<file path="src/rtl/fx_match_share_ctrl_if.sv">
// Requester, datapath and response bundle for the
// shared fixed-point format-match scheduler.
interface fx_match_share_ctrl_if #(
  parameter int N_REQ = 4,
  parameter int DW    = 15
);
  logic [N_REQ-1:0]    i_req_valid;
  logic [N_REQ*DW-1:0] i_req_data;
  logic [N_REQ-1:0]    o_req_ready;
  logic [DW-1:0]       o_fx_data;
  logic                o_fx_valid;
  logic [DW-1:0]       i_fx_data;
  logic [N_REQ-1:0]    o_rsp_valid;
  logic [DW-1:0]       o_rsp_data;

  modport slave (
    input  i_req_valid,
    input  i_req_data,
    input  i_fx_data,
    output o_req_ready,
    output o_fx_data,
    output o_fx_valid,
    output o_rsp_valid,
    output o_rsp_data
  );

  modport master (
    output i_req_valid,
    output i_req_data,
    output i_fx_data,
    input  o_req_ready,
    input  o_fx_data,
    input  o_fx_valid,
    input  o_rsp_valid,
    input  o_rsp_data
  );
endinterface

</file>
<file path="src/rtl/fx_match_share_ctrl.sv">
// Round-robin time-sharing of one format-match unit among
// N_REQ requesters, with tag tracking back to the owner.
module fx_match_share_ctrl #(
  parameter int N_REQ = 4,
  parameter int DW    = 15,
  parameter int LAT   = 2
) (
  input  logic                      clk,
  input  logic                      rst_n,
  input  logic                      i_en,
  fx_match_share_ctrl_if.slave      bus,
  output logic                      o_busy,
  output logic [$clog2(LAT+2)-1:0]  o_inflight
);
  localparam int IW = (N_REQ > 1) ? $clog2(N_REQ) : 1;
  localparam int CW = $clog2(LAT + 2);

  typedef enum logic [1:0] {
    IDLE,
    RUN,
    DRAIN
  } state_t;

  typedef struct packed {
    logic          v;
    logic [IW-1:0] idx;
  } tag_t;

  state_t        state;
  state_t        state_nx;
  logic [IW-1:0] ptr;
  logic [IW-1:0] win;
  logic          any;
  logic          xfer;
  int unsigned   pos;
  logic [DW-1:0] fx_data;
  logic [CW-1:0] inflight;

  // tag[0] rides with o_fx_data; tag[LAT] meets i_fx_data
  tag_t tag [LAT+1];

  always_comb begin
    win = ptr;
    any = 1'b0;
    pos = 0;
    for (int i = N_REQ - 1; i >= 0; i--) begin
      pos = int'(ptr) + i;
      if (pos >= N_REQ) pos = pos - N_REQ;
      if (bus.i_req_valid[pos]) begin
        win = IW'(pos);
        any = 1'b1;
      end
    end
  end

  assign xfer = (state == RUN) && any;

  assign bus.o_req_ready = xfer ? (N_REQ'(1) << win) : '0;

  always_comb begin
    state_nx = state;
    unique case (state)
      IDLE: begin
        if (i_en) state_nx = RUN;
      end
      RUN: begin
        if (!i_en) state_nx = DRAIN;
      end
      DRAIN: begin
        if (i_en)
          state_nx = RUN;
        else if (inflight == '0 && !tag[0].v)
          state_nx = IDLE;
      end
      default: state_nx = IDLE;
    endcase
  end

  always_ff @(posedge clk or negedge rst_n) begin
    if (!rst_n) begin
      state <= IDLE;
      ptr   <= '0;
    end else begin
      state <= state_nx;
      if (xfer)
        ptr <= (win == IW'(N_REQ - 1)) ? '0 : win + 1'b1;
    end
  end

  always_ff @(posedge clk or negedge rst_n) begin
    if (!rst_n) begin
      fx_data <= '0;
      for (int s = 0; s <= LAT; s++) tag[s] <= '0;
    end else begin
      if (xfer) fx_data <= bus.i_req_data[win*DW +: DW];
      tag[0].v   <= xfer;
      tag[0].idx <= win;
      for (int s = 1; s <= LAT; s++) tag[s] <= tag[s-1];
    end
  end

  always_ff @(posedge clk or negedge rst_n) begin
    if (!rst_n) begin
      inflight <= '0;
    end else begin
      unique case ({xfer, tag[LAT].v})
        2'b10:   inflight <= inflight + 1'b1;
        2'b01:   inflight <= inflight - 1'b1;
        default: inflight <= inflight;
      endcase
    end
  end

  assign bus.o_fx_data  = fx_data;
  assign bus.o_fx_valid = tag[0].v;

  assign bus.o_rsp_valid = tag[LAT].v ?
    (N_REQ'(1) << tag[LAT].idx) : '0;
  assign bus.o_rsp_data  = bus.i_fx_data;

  assign o_busy     = (state != IDLE);
  assign o_inflight = inflight;
endmodule

</file>
<file path="src/flat_wrapper.sv">
// flat-port wrapper written by rule: the top's interface ports become plain ports
module fx_match_share_ctrl_flat 
#(
  parameter int N_REQ = 4,
  parameter int DW    = 15,
  parameter int LAT   = 2
)
  (clk, rst_n, i_en, o_busy, o_inflight, bus_i_req_valid, bus_i_req_data, bus_i_fx_data, bus_o_req_ready, bus_o_fx_data, bus_o_fx_valid, bus_o_rsp_valid, bus_o_rsp_data);
  fx_match_share_ctrl_if #(.N_REQ(N_REQ), .DW(DW)) bus_i ();
  input  logic clk;
  input  logic rst_n;
  input  logic i_en;
  output logic o_busy;
  output logic [$clog2(LAT+2)-1:0] o_inflight;
  input wire logic [$bits(bus_i.i_req_valid)-1:0] bus_i_req_valid;
  input wire logic [$bits(bus_i.i_req_data)-1:0] bus_i_req_data;
  input wire logic [$bits(bus_i.i_fx_data)-1:0] bus_i_fx_data;
  output wire logic [$bits(bus_i.o_req_ready)-1:0] bus_o_req_ready;
  output wire logic [$bits(bus_i.o_fx_data)-1:0] bus_o_fx_data;
  output wire logic [$bits(bus_i.o_fx_valid)-1:0] bus_o_fx_valid;
  output wire logic [$bits(bus_i.o_rsp_valid)-1:0] bus_o_rsp_valid;
  output wire logic [$bits(bus_i.o_rsp_data)-1:0] bus_o_rsp_data;
  assign bus_i.i_req_valid = bus_i_req_valid;
  assign bus_i.i_req_data = bus_i_req_data;
  assign bus_i.i_fx_data = bus_i_fx_data;
  assign bus_o_req_ready = bus_i.o_req_ready;
  assign bus_o_fx_data = bus_i.o_fx_data;
  assign bus_o_fx_valid = bus_i.o_fx_valid;
  assign bus_o_rsp_valid = bus_i.o_rsp_valid;
  assign bus_o_rsp_data = bus_i.o_rsp_data;
  fx_match_share_ctrl #(.N_REQ(N_REQ), .DW(DW), .LAT(LAT)) u_core (.clk(clk), .rst_n(rst_n), .i_en(i_en), .bus(bus_i), .o_busy(o_busy), .o_inflight(o_inflight));
endmodule
</file>
<file path="config.mk">
export PLATFORM = sky130hd
export DESIGN_NAME = fx_match_share_ctrl_flat
export DESIGN_NICKNAME = d
export VERILOG_FILES = /design/src/rtl/fx_match_share_ctrl_if.sv /design/src/rtl/fx_match_share_ctrl.sv /design/src/flat_wrapper.sv
export SDC_FILE = /design/constraint.sdc
export NUM_CORES = 1
export LEC_CHECK = 0
export ABC_CLOCK_PERIOD_IN_PS = 1700
export CAP_MARGIN = 10
export CORE_UTILIZATION = 35
export CTS_BUF_LIST = sky130_fd_sc_hd__clkbuf_8
export DETAILED_ROUTE_END_ITERATION = 6
export PLACE_DENSITY_LB_ADDON = 0.08
export SETUP_SLACK_MARGIN = 0.1
export SYNTH_ARGS = -nofsm -noshare
export SYNTH_HDL_FRONTEND = slang
export SYNTH_SLANG_ARGS = --single-unit
export TNS_END_PERCENT = 1
</file>
<file path="constraint.sdc">
create_clock -name clk -period 1.7 [get_ports clk]
set_input_delay 0.34 -clock clk [delete_from_list [all_inputs] [get_ports clk]]
set_output_delay 0.34 -clock clk [all_outputs]
set_load 0.01 [all_outputs]
</file>
## After elaboration in Yosys (flattened, before gate mapping)

Cells that the tools add are included.

- Bits in registers: 30
- Input bits: 82

- Add/sub/neg operators: 10
- $mul: 1
- $lt $le $gt $ge: 8
- Eq/ne operators: 8
- Shifts and indexed selects: 3
- Mux-type cells: 29
- Reduce and logical (&&, ||, !) cells: 8

Operators by type and width:

| operator | number |
|---|---|
| $lt A32 B3 Y1 const B | 4 |
| $mux W32 | 4 |
| $ge A32 B3 Y1 const B | 3 |
| $sub A32 B3 Y32 const B | 3 |
| $shiftx A60 B7 Y15 | 1 |
| $mux W2 | 9 |
| $bmux W1 S2 | 4 |
| $mux W1 | 8 |
| $mux W4 | 2 |
| $shl A1 B2 Y4 const A | 2 |
| $add A2 B2 Y3 const B | 2 |
| $eq A2 B2 Y1 const B | 3 |
| $mul A2 B4 Y6 const B | 1 |
| $pmux W2 S3 | 1 |
| $add A2 B1 Y2 const B | 2 |
| $eq A2 B1 Y1 const B | 2 |
| $logic_not A2 Y1 | 2 |
| $ne A2 B2 Y1 const B | 2 |
| $pmux W2 S2 | 1 |
| $reduce_bool A2 Y1 | 2 |
| $sub A2 B3 Y4 const B | 1 |
| $add A2 B1 Y3 const B | 1 |
| $ge A2 B3 Y1 const B | 1 |
| $ne A3 B2 Y1 const B | 1 |
| 4 further kinds | 5 |

## Longest topological paths before layout

- Depth after elaboration: 12
- Depth in mapped cells: 8
- Depth with buffers taken out: 7

## Worst setup path after synthesis

OpenSTA, ideal clock, no wires.

- Path kind: register to output
- Start point: register u_core.ptr[1]
- End point: output bus_o_req_ready[2]
- Arrival time: 1.556 ns
- Required time: 1.360 ns
- Slack: -0.196 ns
- Cell stages (with the launch flop): 7
- Cell sequence: dfrtp_1 nor3b_2 a2111oi_2 or2_4 inv_2 ha_1 and2_1

- Cells in the longest elaborated chain, start to end: 11

Ends and longest elaborated chain:

| item | RTL line | source |
|---|---|---|
| start, declared | fx_match_share_ctrl.sv:31 | `logic [IW-1:0] ptr;` |
| start signal, assigned | fx_match_share_ctrl.sv:86 | `ptr <= (win == IW'(N_REQ - 1)) ? '0 : win + 1'b1;` |
| $add A2 B2 Y3 | fx_match_share_ctrl.sv:47 | `pos = int'(ptr) + i;` |
| $sub A32 B3 Y32 or $ge A32 B3 Y1 (tied branches) | fx_match_share_ctrl.sv:48 | `if (pos >= N_REQ) pos = pos - N_REQ;` |
| $mux W32 | fx_match_share_ctrl.sv:48 |  |
| $bmux W1 S2 | fx_match_share_ctrl.sv:49 | `if (bus.i_req_valid[pos]) begin` |
| $mux W1 (not written as such) | fx_match_share_ctrl.sv:49 |  |
| $mux W2 (3 in a row) | fx_match_share_ctrl.sv:49 |  |
| $mux W2 (*) | fx_match_share_ctrl.sv:49 |  |
| net u_core.win[1] | fx_match_share_ctrl.sv:32 | `logic [IW-1:0] win;` |
| $shl A1 B2 Y4 (*) | fx_match_share_ctrl.sv:58 | `assign bus.o_req_ready = xfer ? (N_REQ'(1) << win) : '0;` |
| $mux W4 (*) | fx_match_share_ctrl.sv:58 |  |
| end, declared | flat_wrapper.sv:18 | `output wire logic [$bits(bus_i.o_req_ready)-1:0] bus_o_req_ready;` |

The timed path passes the listed nets; every way through them passes the cells marked *. The select of a mux whose other input is x is not followed.

## Final worst setup path

Ends and elaborated chain as after synthesis.

==> impl_metrics.env <==
export IMPL_status="complete, but fails checks"
export IMPL_violations="setup timing"
export IMPL_place_congestion=0.769
export IMPL_worstSetupPathType="register to output pin"
export IMPL_vdd_drop_max_mv=0.753
export IMPL_grtUsageMet3_pct=5.00
export IMPL_met2_usage_pct=29.9
export IMPL_grt_first_pass_wirelength_um=8670
export IMPL_nFillCells=504
export IMPL_path_cells="nor3b_4, a2111oi_4, or2_4, buf_6, inv_6, ha_4, and2_4, buf_6"
export IMPL_htreeDepth=2
export IMPL_cts_root_buf="clkbuf_8"
export IMPL_rsz0062_at_grt="yes"
export IMPL_clock_sinks=30
export IMPL_pwr_density_cell_nw_per_um2=1230
export IMPL_yosys_warnings=0
export IMPL_synth_area_leaders="dfrtp_1 37%, a211oi_2 17%, mux2i_1 7.3%"
export IMPL_ctsHoldBuffers=0
export IMPL_synth_top_cell_area_share_pct=36.7
export IMPL_yosysTopAreaCell="dfrtp_1"
export IMPL_path_common_cell="buf_6"
export IMPL_async_flop_share_pct=100
export IMPL_cp_slowest_cell="dfrtp_1"
export IMPL_antenna_found_initial=0
export IMPL_seq_area_frac_synth_pct=36.7
export IMPL_drc_errors=0
export IMPL_setup_violations=19
export IMPL_leakage_nw=1.42
export IMPL_hpwl_um=3990
export IMPL_synth_xor_area_share_pct=1.28
export IMPL_regArea_um2=752
export IMPL_synth_compound_area_share_pct=26.6
export IMPL_synth_mux_area_share_pct=7.34
export IMPL_synth_seq_cells=30
export IMPL_crit_required_ns=1.36
export IMPL_drive_above_1_share_pct=33.2
export IMPL_clk_path_buf_depth=2
export IMPL_viasPerCell=4.77
export IMPL_grtUsageTotal_pct=18.4
export IMPL_row_count=27
export IMPL_grt_max_degree=31
export IMPL_routed_via_count=1778
export IMPL_worstRegToRegCells=7
export IMPL_finalHoldViolations=0
export IMPL_cp_data_arrival_time_ns=1.82
export IMPL_hold_path_class="register to register"
export IMPL_regToRegEndpoint="u_core.bus.o_fx_data[10]"
export IMPL_setup_worst_path_start="u_core.ptr[1]"
export IMPL_start_kind="register"
export IMPL_path_clk_slew_ns=0.07
export IMPL_synth_cell_type_count=33
export IMPL_drt_pass1_iter_count=4
export IMPL_fp_dieArea_um2=6150
export IMPL_syn_nets=285
export IMPL_synth_edf_count=0
export IMPL_grtUsageMet1_pct=23.0
export IMPL_numCtsBuffers=5
export IMPL_die_h_um=78.5
export IMPL_place_area_um2=3050
export IMPL_synth_top_family_by_area="compound AO/OA/AOI/OAI gates"
export IMPL_numPortBuffers=93
export IMPL_routedWlPerCell_um=14.5
export IMPL_insertedDiodeCount=0
export IMPL_stdcell_count=373
export IMPL_synth_fa_ha_area_share_pct=3.06
export IMPL_synthSimpleGateAreaFrac_pct=10.3
export IMPL_dpl_cell_count=360
export IMPL_grt_pass1_vias=1799
export IMPL_cts_tree="yes"
export IMPL_tightestPinTransition_ns=0.537
export IMPL_postRouteWirelength_um=5410
export IMPL_ant_nets=0
export IMPL_drt_iter0_markers=36
export IMPL_endpoint="bus_o_req_ready[2]"
export IMPL_syn_to_final_growth_pct=62.2
export IMPL_crit_path_max_fanout=3
export IMPL_grt_ovfl_total=0
export IMPL_syn_area_um2=2050
export IMPL_finClkSkew_ns=0.00799
export IMPL_syn_area_per_cell_um2=10.3
export IMPL_regToRegStartpoint="u_core.ptr[1]"
export IMPL_io_pins=124
export IMPL_end_kind="output pin"
export IMPL_reg2reg_slack_ns=-0.22
export IMPL_die_w_um=78.5
export IMPL_timing_final_crit_period_ns=2.16
export IMPL_fmax_mhz=463
export IMPL_slew_headroom_pct=64.1
export IMPL_max_stage_delay_ns=0.42
export IMPL_core_area_um2=5570
export IMPL_maxCapViolCount=0
export IMPL_slew_violations=0
export IMPL_setup_slack_ns=-0.461
export IMPL_syn_inst=198
export IMPL_design_area_um2=3320
export IMPL_start_util_pct=36.7
export IMPL_busiest_layer="met2"
export IMPL_clock_latency_ns=0.28
export IMPL_fin_crit_sh_pct=127
export IMPL_multi_input_area_um2=1130
export IMPL_final_nets=387
export IMPL_synthFlopType="dfrtp_1"
[critical path: cells and delay by family (launching register included)]
family	cells	cell delay (ns)
AND/OR/NAND/NOR	3	0.50
AO/OA/AOI/OAI	1	0.21
adder cells (fa/ha/maj)	1	0.14
buffers and inverters	3	0.26
flip-flops	1	0.42
[layout by cell type (no fill, tap or decap), types with 4 or more instances in the layout]
cell             synthesis  final
buf_4                   15     22
dfrtp_1                 30     29
and2_4                   0      4
a31oi_1                 15     15
nor2_1                  22     20
clkdlybuf4s50_1          0     78
a211oi_2                27     27
inv_1                   18     17
clkbuf_8                 0      6
mux2i_1                 15     14
dlygate4sd2_1            0      6
buf_6                    3     10
[through the flow]
stage	power (mW)	hold slack (ns)	setup WS, ns	TNS, ns	util [%]
4_1_cts	4.09	0.350	-0.460	-5.09	58.9
3_5_place_dp	3.30	0.335	-1.04	-20.07	54.7
2_1_floorplan	2.47	0.0444	-0.158	-0.627	-
6_report	4.08	0.348	-0.461	-4.82	59.5
3_3_place_gp	3.29	0.331	-1.02	-19.48	54.7
5_1_grt	4.35	0.357	-0.512	-6.09	59.5
[registers in the layout, indices dropped and copies added, names as in the netlist]
name                   flops
u_core.tag                 8
u_core.state               2
u_core.o_inflight          2
u_core.bus.o_fx_valid      1
u_core.bus.o_fx_data      15
u_core.ptr                 2
[layer usage]
| layer | vias up | part of all wire, % |
|---|---|---|
| li1 | 886 | - |
| met1 | 814 | 44 |
| met2 | 60 | 48 |
| met3 | 18 | 6.7 |
| met4 | 0 | 1.8 |
| met5 | - | 0 |
[how the worst min path moves through the flow]
stage	slack (ns)	cells past startpoint	from	end
finish	0.35	0	u_core.tag[3]	u_core.tag[0]
global route	0.36	0	u_core.tag[3]	u_core.tag[0]
CTS	0.35	0	u_core.tag[3]	u_core.tag[0]
detailed placement	0.33	0	u_core.tag[3]	u_core.tag[0]
global placement	0.33	0	u_core.tag[5]	u_core.tag[2]
floorplan	0.04	0	rst_n	u_core.bus.o_fx_data[0]
[power breakdown]
group | switching (mW) | internal [mW] | total [mW]
sequential | 0.189 | 1.01 | 1.20
combinational | 1.03 | 1.25 | 2.28
clock | 0.280 | 0.325 | 0.605
[repair_timing]
action | in CTS | in global routing
setup buffers | 5 | 0
endpoints found under the setup margin | 29 | 24
resized for setup | 59 | 10
pin swaps | 9 | 6
[cell type report]
type	count	area share, %
Clock buffer	6	2.49
Multi-Input combinational cell	122	34.1
Timing Repair Buffer	121	35.3
Tap cell	72	2.71
Clock inverter	2	0.377
Sequential cell	30	22.7
Inverter	20	2.41
[kinds of logic (layout without fill, tap and decap cells)]
group | after synthesis | in the layout
compound gates | 56 | 56
buf+inv | 46 | 149
simple gates | 43 | 43
flops | 30 | 30
mux | 15 | 15
fa+ha+maj | 5 | 5
xor+xnor | 3 | 3
[synthesized netlist by cell type, types with 3 or more instances]
library cell and instances:
dfrtp_1 30, buf_6 3, nand2b_1 3, a31oi_1 15, a21oi_1 3, inv_1 18
nand2_1 5, and2_1 4, clkbuf_1 5, nor2_1 22, ha_1 5, a211oi_2 27
buf_12 3, mux2i_1 15, buf_4 15, a211oi_1 3
(Power assumes the default switching activity.)
